==> src/rtl/event_feeder.sv <==
// Event feeder: synchronises two raw event lines, queues rising edges as per-channel
// pending counts and issues them one per clock as a registered En/Slt strobe pair.
module event_feeder #(
    parameter int CNT_W  = 4,
    parameter int DROP_W = 16
) (
    input  logic              Clk,
    input  logic              Reset,
    input  logic              Evt0,
    input  logic              Evt1,
    input  logic              Hold,
    input  logic              Clear,
    output logic              En,
    output logic              Slt,
    output logic [CNT_W-1:0]  Pend0,
    output logic [CNT_W-1:0]  Pend1,
    output logic              Overflow,
    output logic [DROP_W-1:0] DropCnt
);

    localparam logic [CNT_W-1:0]  PEND_MAX = '1;
    localparam logic [CNT_W-1:0]  CNT_ONE  = {{(CNT_W-1){1'b0}}, 1'b1};
    localparam logic [DROP_W-1:0] DROP_MAX = '1;

    logic [1:0]        s1, s2, s3;
    logic [1:0]        rise;
    logic              last;
    logic              grant_valid;
    logic              grant_ch;
    logic [1:0]        grant;
    logic [CNT_W-1:0]  pend_nxt0, pend_nxt1;
    logic [1:0]        drop;
    logic [DROP_W:0]   drop_sum;
    logic [DROP_W-1:0] drop_nxt;

    // Synchronisers are untouched by Clear so a level still high cannot re-trigger.
    always_ff @(posedge Clk or negedge Reset) begin
        if (!Reset) begin
            s1 <= 2'b00;
            s2 <= 2'b00;
            s3 <= 2'b00;
        end else begin
            s1 <= {Evt1, Evt0};
            s2 <= s1;
            s3 <= s2;
        end
    end

    assign rise = s2 & ~s3;

    always_comb begin
        grant_valid = 1'b0;
        grant_ch    = 1'b0;
        if (!Hold) begin
            if ((Pend0 != '0) && (Pend1 != '0)) begin
                grant_valid = 1'b1;
                grant_ch    = ~last;
            end else if (Pend0 != '0) begin
                grant_valid = 1'b1;
                grant_ch    = 1'b0;
            end else if (Pend1 != '0) begin
                grant_valid = 1'b1;
                grant_ch    = 1'b1;
            end
        end
    end

    assign grant = {grant_valid & grant_ch, grant_valid & ~grant_ch};

    // A rise arriving with the counter full and no grant to make room is dropped.
    always_comb begin
        pend_nxt0 = Pend0;
        pend_nxt1 = Pend1;
        drop      = 2'b00;
        if (rise[0] && !grant[0]) begin
            if (Pend0 == PEND_MAX) drop[0] = 1'b1;
            else                   pend_nxt0 = Pend0 + CNT_ONE;
        end else if (!rise[0] && grant[0]) begin
            pend_nxt0 = Pend0 - CNT_ONE;
        end
        if (rise[1] && !grant[1]) begin
            if (Pend1 == PEND_MAX) drop[1] = 1'b1;
            else                   pend_nxt1 = Pend1 + CNT_ONE;
        end else if (!rise[1] && grant[1]) begin
            pend_nxt1 = Pend1 - CNT_ONE;
        end
        drop_sum = {1'b0, DropCnt} + {{DROP_W{1'b0}}, drop[0]} + {{DROP_W{1'b0}}, drop[1]};
        drop_nxt = drop_sum[DROP_W] ? DROP_MAX : drop_sum[DROP_W-1:0];
    end

    always_ff @(posedge Clk or negedge Reset) begin
        if (!Reset) begin
            En       <= 1'b0;
            Slt      <= 1'b0;
            last     <= 1'b1;
            Pend0    <= '0;
            Pend1    <= '0;
            Overflow <= 1'b0;
            DropCnt  <= '0;
        end else if (Clear) begin
            En       <= 1'b0;
            last     <= 1'b1;
            Pend0    <= '0;
            Pend1    <= '0;
            Overflow <= 1'b0;
            DropCnt  <= '0;
        end else begin
            En    <= grant_valid;
            Pend0 <= pend_nxt0;
            Pend1 <= pend_nxt1;
            if (grant_valid) begin
                Slt  <= grant_ch;
                last <= grant_ch;
            end
            if (drop != 2'b00) begin
                Overflow <= 1'b1;
                DropCnt  <= drop_nxt;
            end
        end
    end

endmodule

==> config.mk <==
export PLATFORM = sky130hd
export DESIGN_NAME = event_feeder
export DESIGN_NICKNAME = d
export VERILOG_FILES = /design/src/rtl/event_feeder.sv
export SDC_FILE = /design/constraint.sdc
export NUM_CORES = 1
export LEC_CHECK = 0
export ABC_AREA = 1
export ABC_CLOCK_PERIOD_IN_PS = 8500
export CORE_ASPECT_RATIO = 0.9
export CORE_UTILIZATION = 45
export CTS_BUF_LIST = sky130_fd_sc_hd__clkbuf_2
export CTS_CLUSTER_DIAMETER = 200
export DETAILED_ROUTE_END_ITERATION = 16
export GPL_TIMING_DRIVEN = 0
export PLACE_DENSITY = 0.69
export SYNTH_ARGS = -nofsm -noshare
export SYNTH_HDL_FRONTEND = slang
export SYNTH_SLANG_ARGS = --single-unit
==> constraint.sdc <==
create_clock -name Clk -period 8.5 [get_ports Clk]
set_input_delay 1.7 -clock Clk [delete_from_list [all_inputs] [get_ports Clk]]
set_output_delay 1.7 -clock Clk [all_outputs]
set_load 0.005 [all_outputs]
# After elaboration in Yosys (flattened, before gate mapping)
# Index checks and enable logic that the tools add are counted.
# word_totals
ff_bits	34
latchBits	0
ramBits	0
rom_bits	0
in_bits	6
mem_count	0
# classes
n_addsub	6
n_mul	0
div_mod_pow	0
order_cmp	0
n_eq_ne	4
shift	0
n_mux	27
bitwise_logic	7
reduce_logical	19
# op_table
op	n
two-way mux 16 bit	3
two-way mux 4 bit	8
adder 16 x 1 -> 17 bit	1
adder 17 x 1 -> 17 bit	1
two-way mux 1 bit	16
adder 4 x 1 -> 4 bit (second input constant)	2
== test 4 bit (second input constant)	2
nonzero test 4 bit	2
subtractor 4 x 1 -> 4 bit (second input constant)	2
!= test 3 bit (second input constant)	2
AND reduction 2 bit	3
nonzero test 2 bit	3
nonzero test 3 bit	2
logical AND 1 bit	5
logical NOT 1 bit	4
NOT 1 bit	3
AND 1 bit	2
AND 2 bit	1
NOT 2 bit	1

# Logic depth before layout (Yosys ltp)
# logic_depth
depth_word	15
mapped_depth	19

# Least setup slack after synthesis
# OpenSTA, ideal clock, no wires.
# synth_timing
path_kind	input to register
start	input Hold
end	register DropCnt[2]
arrival_time_ns	3.778
required_time_ns	8.382
setup_slack_ns	4.604
path_stages	17
path_cell_list	a21oi_2 nand2_4 nand3_4 or2_1 buf_6 buf_2 inv_1 fa_1 ha_1 nand2_1 inv_1 nand2_1 inv_1 nand4_1 o21ai_0 nand3_1 nand2_1
# synth_between
elab_chain_cells	11
elab_cells_between_ends	18
# synth_lines
element	line	rtl
start: declaration	11	input logic Hold,
two-way mux 1 bit	54	if (!Hold) begin
NOT 1 bit	68	assign grant = {grant_valid & grant_ch, grant_valid & ~grant_ch};
AND 1 bit	68	
logical NOT 1 bit	75	if (rise[0] && !grant[0]) begin
logical AND 1 bit	75	
two-way mux 1 bit	75	
adder 16 x 1 -> 17 bit	87	drop_sum = {1'b0, DropCnt} + {{DROP_W{1'b0}}, drop[0]} + {{DROP_W{1'b0}}, drop[1]};
adder 17 x 1 -> 17 bit	87	
two-way mux 16 bit	88	drop_nxt = drop_sum[DROP_W] ? DROP_MAX : drop_sum[DROP_W-1:0];
two-way mux 16 bit	115	if (drop != 2'b00) begin
two-way mux 16 bit	100	end else if (Clear) begin
end signal: assignment	117	DropCnt <= drop_nxt;
end: declaration	18	output logic [DROP_W-1:0] DropCnt
# Parallel ways exist; a longest one is shown, timed or not. The select of a mux whose other input is x is not followed.
# A chain may end at the register's enable or synchronous reset.

# Final worst setup path
# Ends and elaborated chain as after synthesis.

==> impl_metrics.yaml <==
routing:
  detail_route.wl_per_cell_microns: 12.7
  drt_wl_total_microns: 4680
  first_pass_iters: 4
  antenna_left: 0
  drc: 0
  vias: 1905
  via_per_inst: 5.15
  drt_iter0_drc: 115
clock_tree:
  cts_buffers: 5
  clkLatencyLatePin_ns: 0.39
  ctsLongestPathBuffers: 2
  cts_setup_buffers: 0
  hold_buffers: 0
  cts_max_level: 2
  cts.repair.resized: 0
  clock_tree.root_cell: "clkbuf_2"
  cts_tree: "built"
  clock_sinks: 34
  path_clk_slew_ns: 0.16
timing:
  setup_viol: 0
  fmax_ghz: 0.221
  layout_setup_ws_ns: 3.98
  period_needed_ns: 4.52
  skew_ns: 0.0202
  period_share_pct: 53.1
  rsz0062_at_grt: "no"
  holdWs_ns: 0.372
  finalHoldViolations: 0
  relSlewSlack_pct: 49.8
  maxSlewViolCount: 0
  setup-tns-final_ns: 0
  tightest_slew_ns: 0.753
yosys:
  synth-compound-area-share_pct: 7.92
  synth-edff-count: 0
  synth_top_family_by_area: "simple AND/OR/NAND/NOR gates"
  synthMuxAreaShare_pct: 0
  syn_avg_cell_area_sq_um: 7.81
  syn-instance-count: 269
  synth-adder-area-share_pct: 5.84
  syn-cell-area_sq_um: 2100
  ys_ff_latch: 34
  yosys.area_share.xor_xnor_pct: 2.92
  ys_types: 31
  synthFlopType: "dfrtp_1"
  seq_area_frac_synth_pct: 40.6
  async_reset_ff_share_pct: 100
  yosysWarnings: 0
  synth_nets: 283
  synth-simple-area-share_pct: 32.8
pwr:
  vdd.ir_drop.worst_v: 0.000149
  combPwrFrac_pct: 42.3
  p_leak_nw: 1.22
  switchingPower_mw: 0.199
  internal_power_mw: 0.304
  pwr-share-seq_pct: 42.4
  powerDensity_nw_per_um2: 200
  clockPowerShare_pct: 15.3
  p_sw_share_pct: 39.5
critical_path:
  worst_path_max_delay_cell: "clkbuf_1"
  crit_arrival_ns: 4.80
  max_stage_delay_ns: 0.46
  critical_path.max_fanout: 10
  ff2ff_path_depth: 17
  cp-end-kind: "flop"
  cp-start-kind: "input port"
  path_cells: "clkdlybuf4s50_1 -> inv_1 -> nand2_1 -> nand2_1 -> nand2_2 -> nand3_2 -> clkbuf_1 -> inv_1 -> fa_1 -> ha_1 -> nand2_1 -> inv_1 -> nand2_1 -> inv_1 -> nand4_1 -> o21ai_0 -> nand3_1 -> nand2_1"
  worstPathRequired_ns: 8.78
  cp_common_cell: "nand2_1"
  crit_type: "in -> reg"
grt:
  grt_overflow: 0
  antenna_found_initial: 0
  first_global_vias: 1717
  grt_first_pass_wirelength_microns: 8090
  grt_usage_pct: 22.1
  grt_max_degree: 35
min_path:
  hold_path_depth: 0
  min_path_type: "reg -> reg"
layout:
  insertedDiodeCount: 0
  num-fill-cells: 432
  final_nets: 321
  stdcell_count: 370
  area_growth_pct: 20.1
  drive_above_1_share_pct: 9.42
placed_design:
  dp_hpwl_microns: 3410
  post-place-ws_ns: 3.62
  placedCellCount: 362
  io_buffers: 31
  gp_congestion: 0.893
floorplan:
  die_w_microns: 74.0
  initial_core_util_pct: 47.1
  coreArea_sq_um: 4460
  rows: 23
  dieArea_sq_um: 4950
  die_h_microns: 66.8
  ios: 33
outcome:
  outcome: "finished, final reports clean"
flow_run:
  drv_cap: 0
==> synthesized netlist by cell type, types with 2 or more instances <==
| cell type | number | area, sq um |
|---|---|---|
| a31oi_1 | 2 | 12.5 |
| buf_6 | 3 | 33.8 |
| ha_1 | 5 | 62.6 |
| fa_1 | 3 | 60.1 |
| dfrtp_1 | 33 | 826 |
| buf_2 | 3 | 15.0 |
| a21oi_1 | 6 | 30.0 |
| clkbuf_1 | 2 | 7.51 |
| xor2_1 | 6 | 52.6 |
| o21ai_0 | 13 | 65.1 |
| nand3_4 | 2 | 35.0 |
| or2_2 | 5 | 31.3 |
| inv_1 | 40 | 150 |
| o21ai_1 | 6 | 30.0 |
| nand3_1 | 34 | 170 |
| nand4_1 | 18 | 113 |
| nor2_1 | 12 | 45.0 |
| nor3_1 | 4 | 20.0 |
| nand2_1 | 58 | 218 |
| o22ai_1 | 2 | 12.5 |
| nand2_2 | 2 | 12.5 |
==> layout by cell type (no fill, tap or decap), types with 12 or more instances in the layout <==
cell	Yosys	routed
nand4_1	18	18
o21ai_0	13	13
clkdlybuf4s50_1	0	30
nand2_1	58	58
nor2_1	12	12
inv_1	40	40
nand3_1	34	34
dfrtp_1	33	33
==> power groups by stage <==
stage	sequential (mW)	clock [mW]	combinational, mW
2_1_floorplan	0.213	0	0.141
3_3_place_gp	0.216	0	0.205
3_5_place_dp	0.217	0	0.216
4_1_cts	0.213	0.0805	0.217
5_1_grt	0.219	0.0871	0.244
6_report	0.213	0.0770	0.213
==> kinds of logic after synthesis <==
family	after synthesis
fa+ha+maj	8
buf+inv	49
compound gates	31
simple gates	140
flops	34
xor+xnor	7
==> worst paths after layout <==
| path | to | slack (ns) | start |
|---|---|---|---|
| min in group asynchronous | DropCnt[7] | 1.34 | Reset |
| max in group asynchronous | DropCnt[0] | 6.66 | Reset |
| worst max-delay path | DropCnt[2] | 3.98 | Hold |
| worst min register to register | s2[0] | 0.37 | s1[0] |
| worst max register to register | DropCnt[2] | 5.13 | Pend1[0] |
| worst min-delay path | s2[0] | 0.37 | s1[0] |
==> routing by layer <==
layer	up-vias	global-route usage, %	part of all wire, %
met3	9	4.54	5.2
met2	46	31.9	45
li1	962	-	-
met4	0	7.69	1.6
met5	-	0	0
met1	888	32.4	48
==> stage by stage <==
stage	power, mW	utilization (%)	instance area (sq um)
after detailed placement	0.432	55.7	2480
final	0.503	56.5	2520
after global routing	0.550	56.5	2520
after floorplan	0.354	-	2100
after global placement	0.421	55.8	2490
after CTS	0.510	56.5	2520
==> worst max-delay path: cells and delay by family <==
family                   cells  cell delay (ns)
buffers and inverters        6             1.21
AO/OA/AOI/OAI                1             0.15
adder cells (fa/ha/maj)      2             0.64
AND/OR/NAND/NOR              9             1.11
==> area by class of cell <==
cell class | count | area [sq um] | area share (%)
Timing Repair Buffer | 31 | 305 | 12.1
Tap cell | 62 | 77.6 | 3.08
Buffer | 9 | 60.1 | 2.38
Clock inverter | 2 | 8.76 | 0.347
Multi-Input combinational cell | 186 | 1040 | 41.2
Sequential cell | 34 | 852 | 33.8
Inverter | 40 | 150 | 5.95
Clock buffer | 6 | 30.0 | 1.19
==> flip-flops by register name (all words and copies together) (netlist names) <==
register,count
DropCnt,16
En,1
Overflow,1
Pend0,4
Pend1,4
Slt,1
last,1
s1,2
s2,2
s3,2
(Power assumes the default switching activity.)
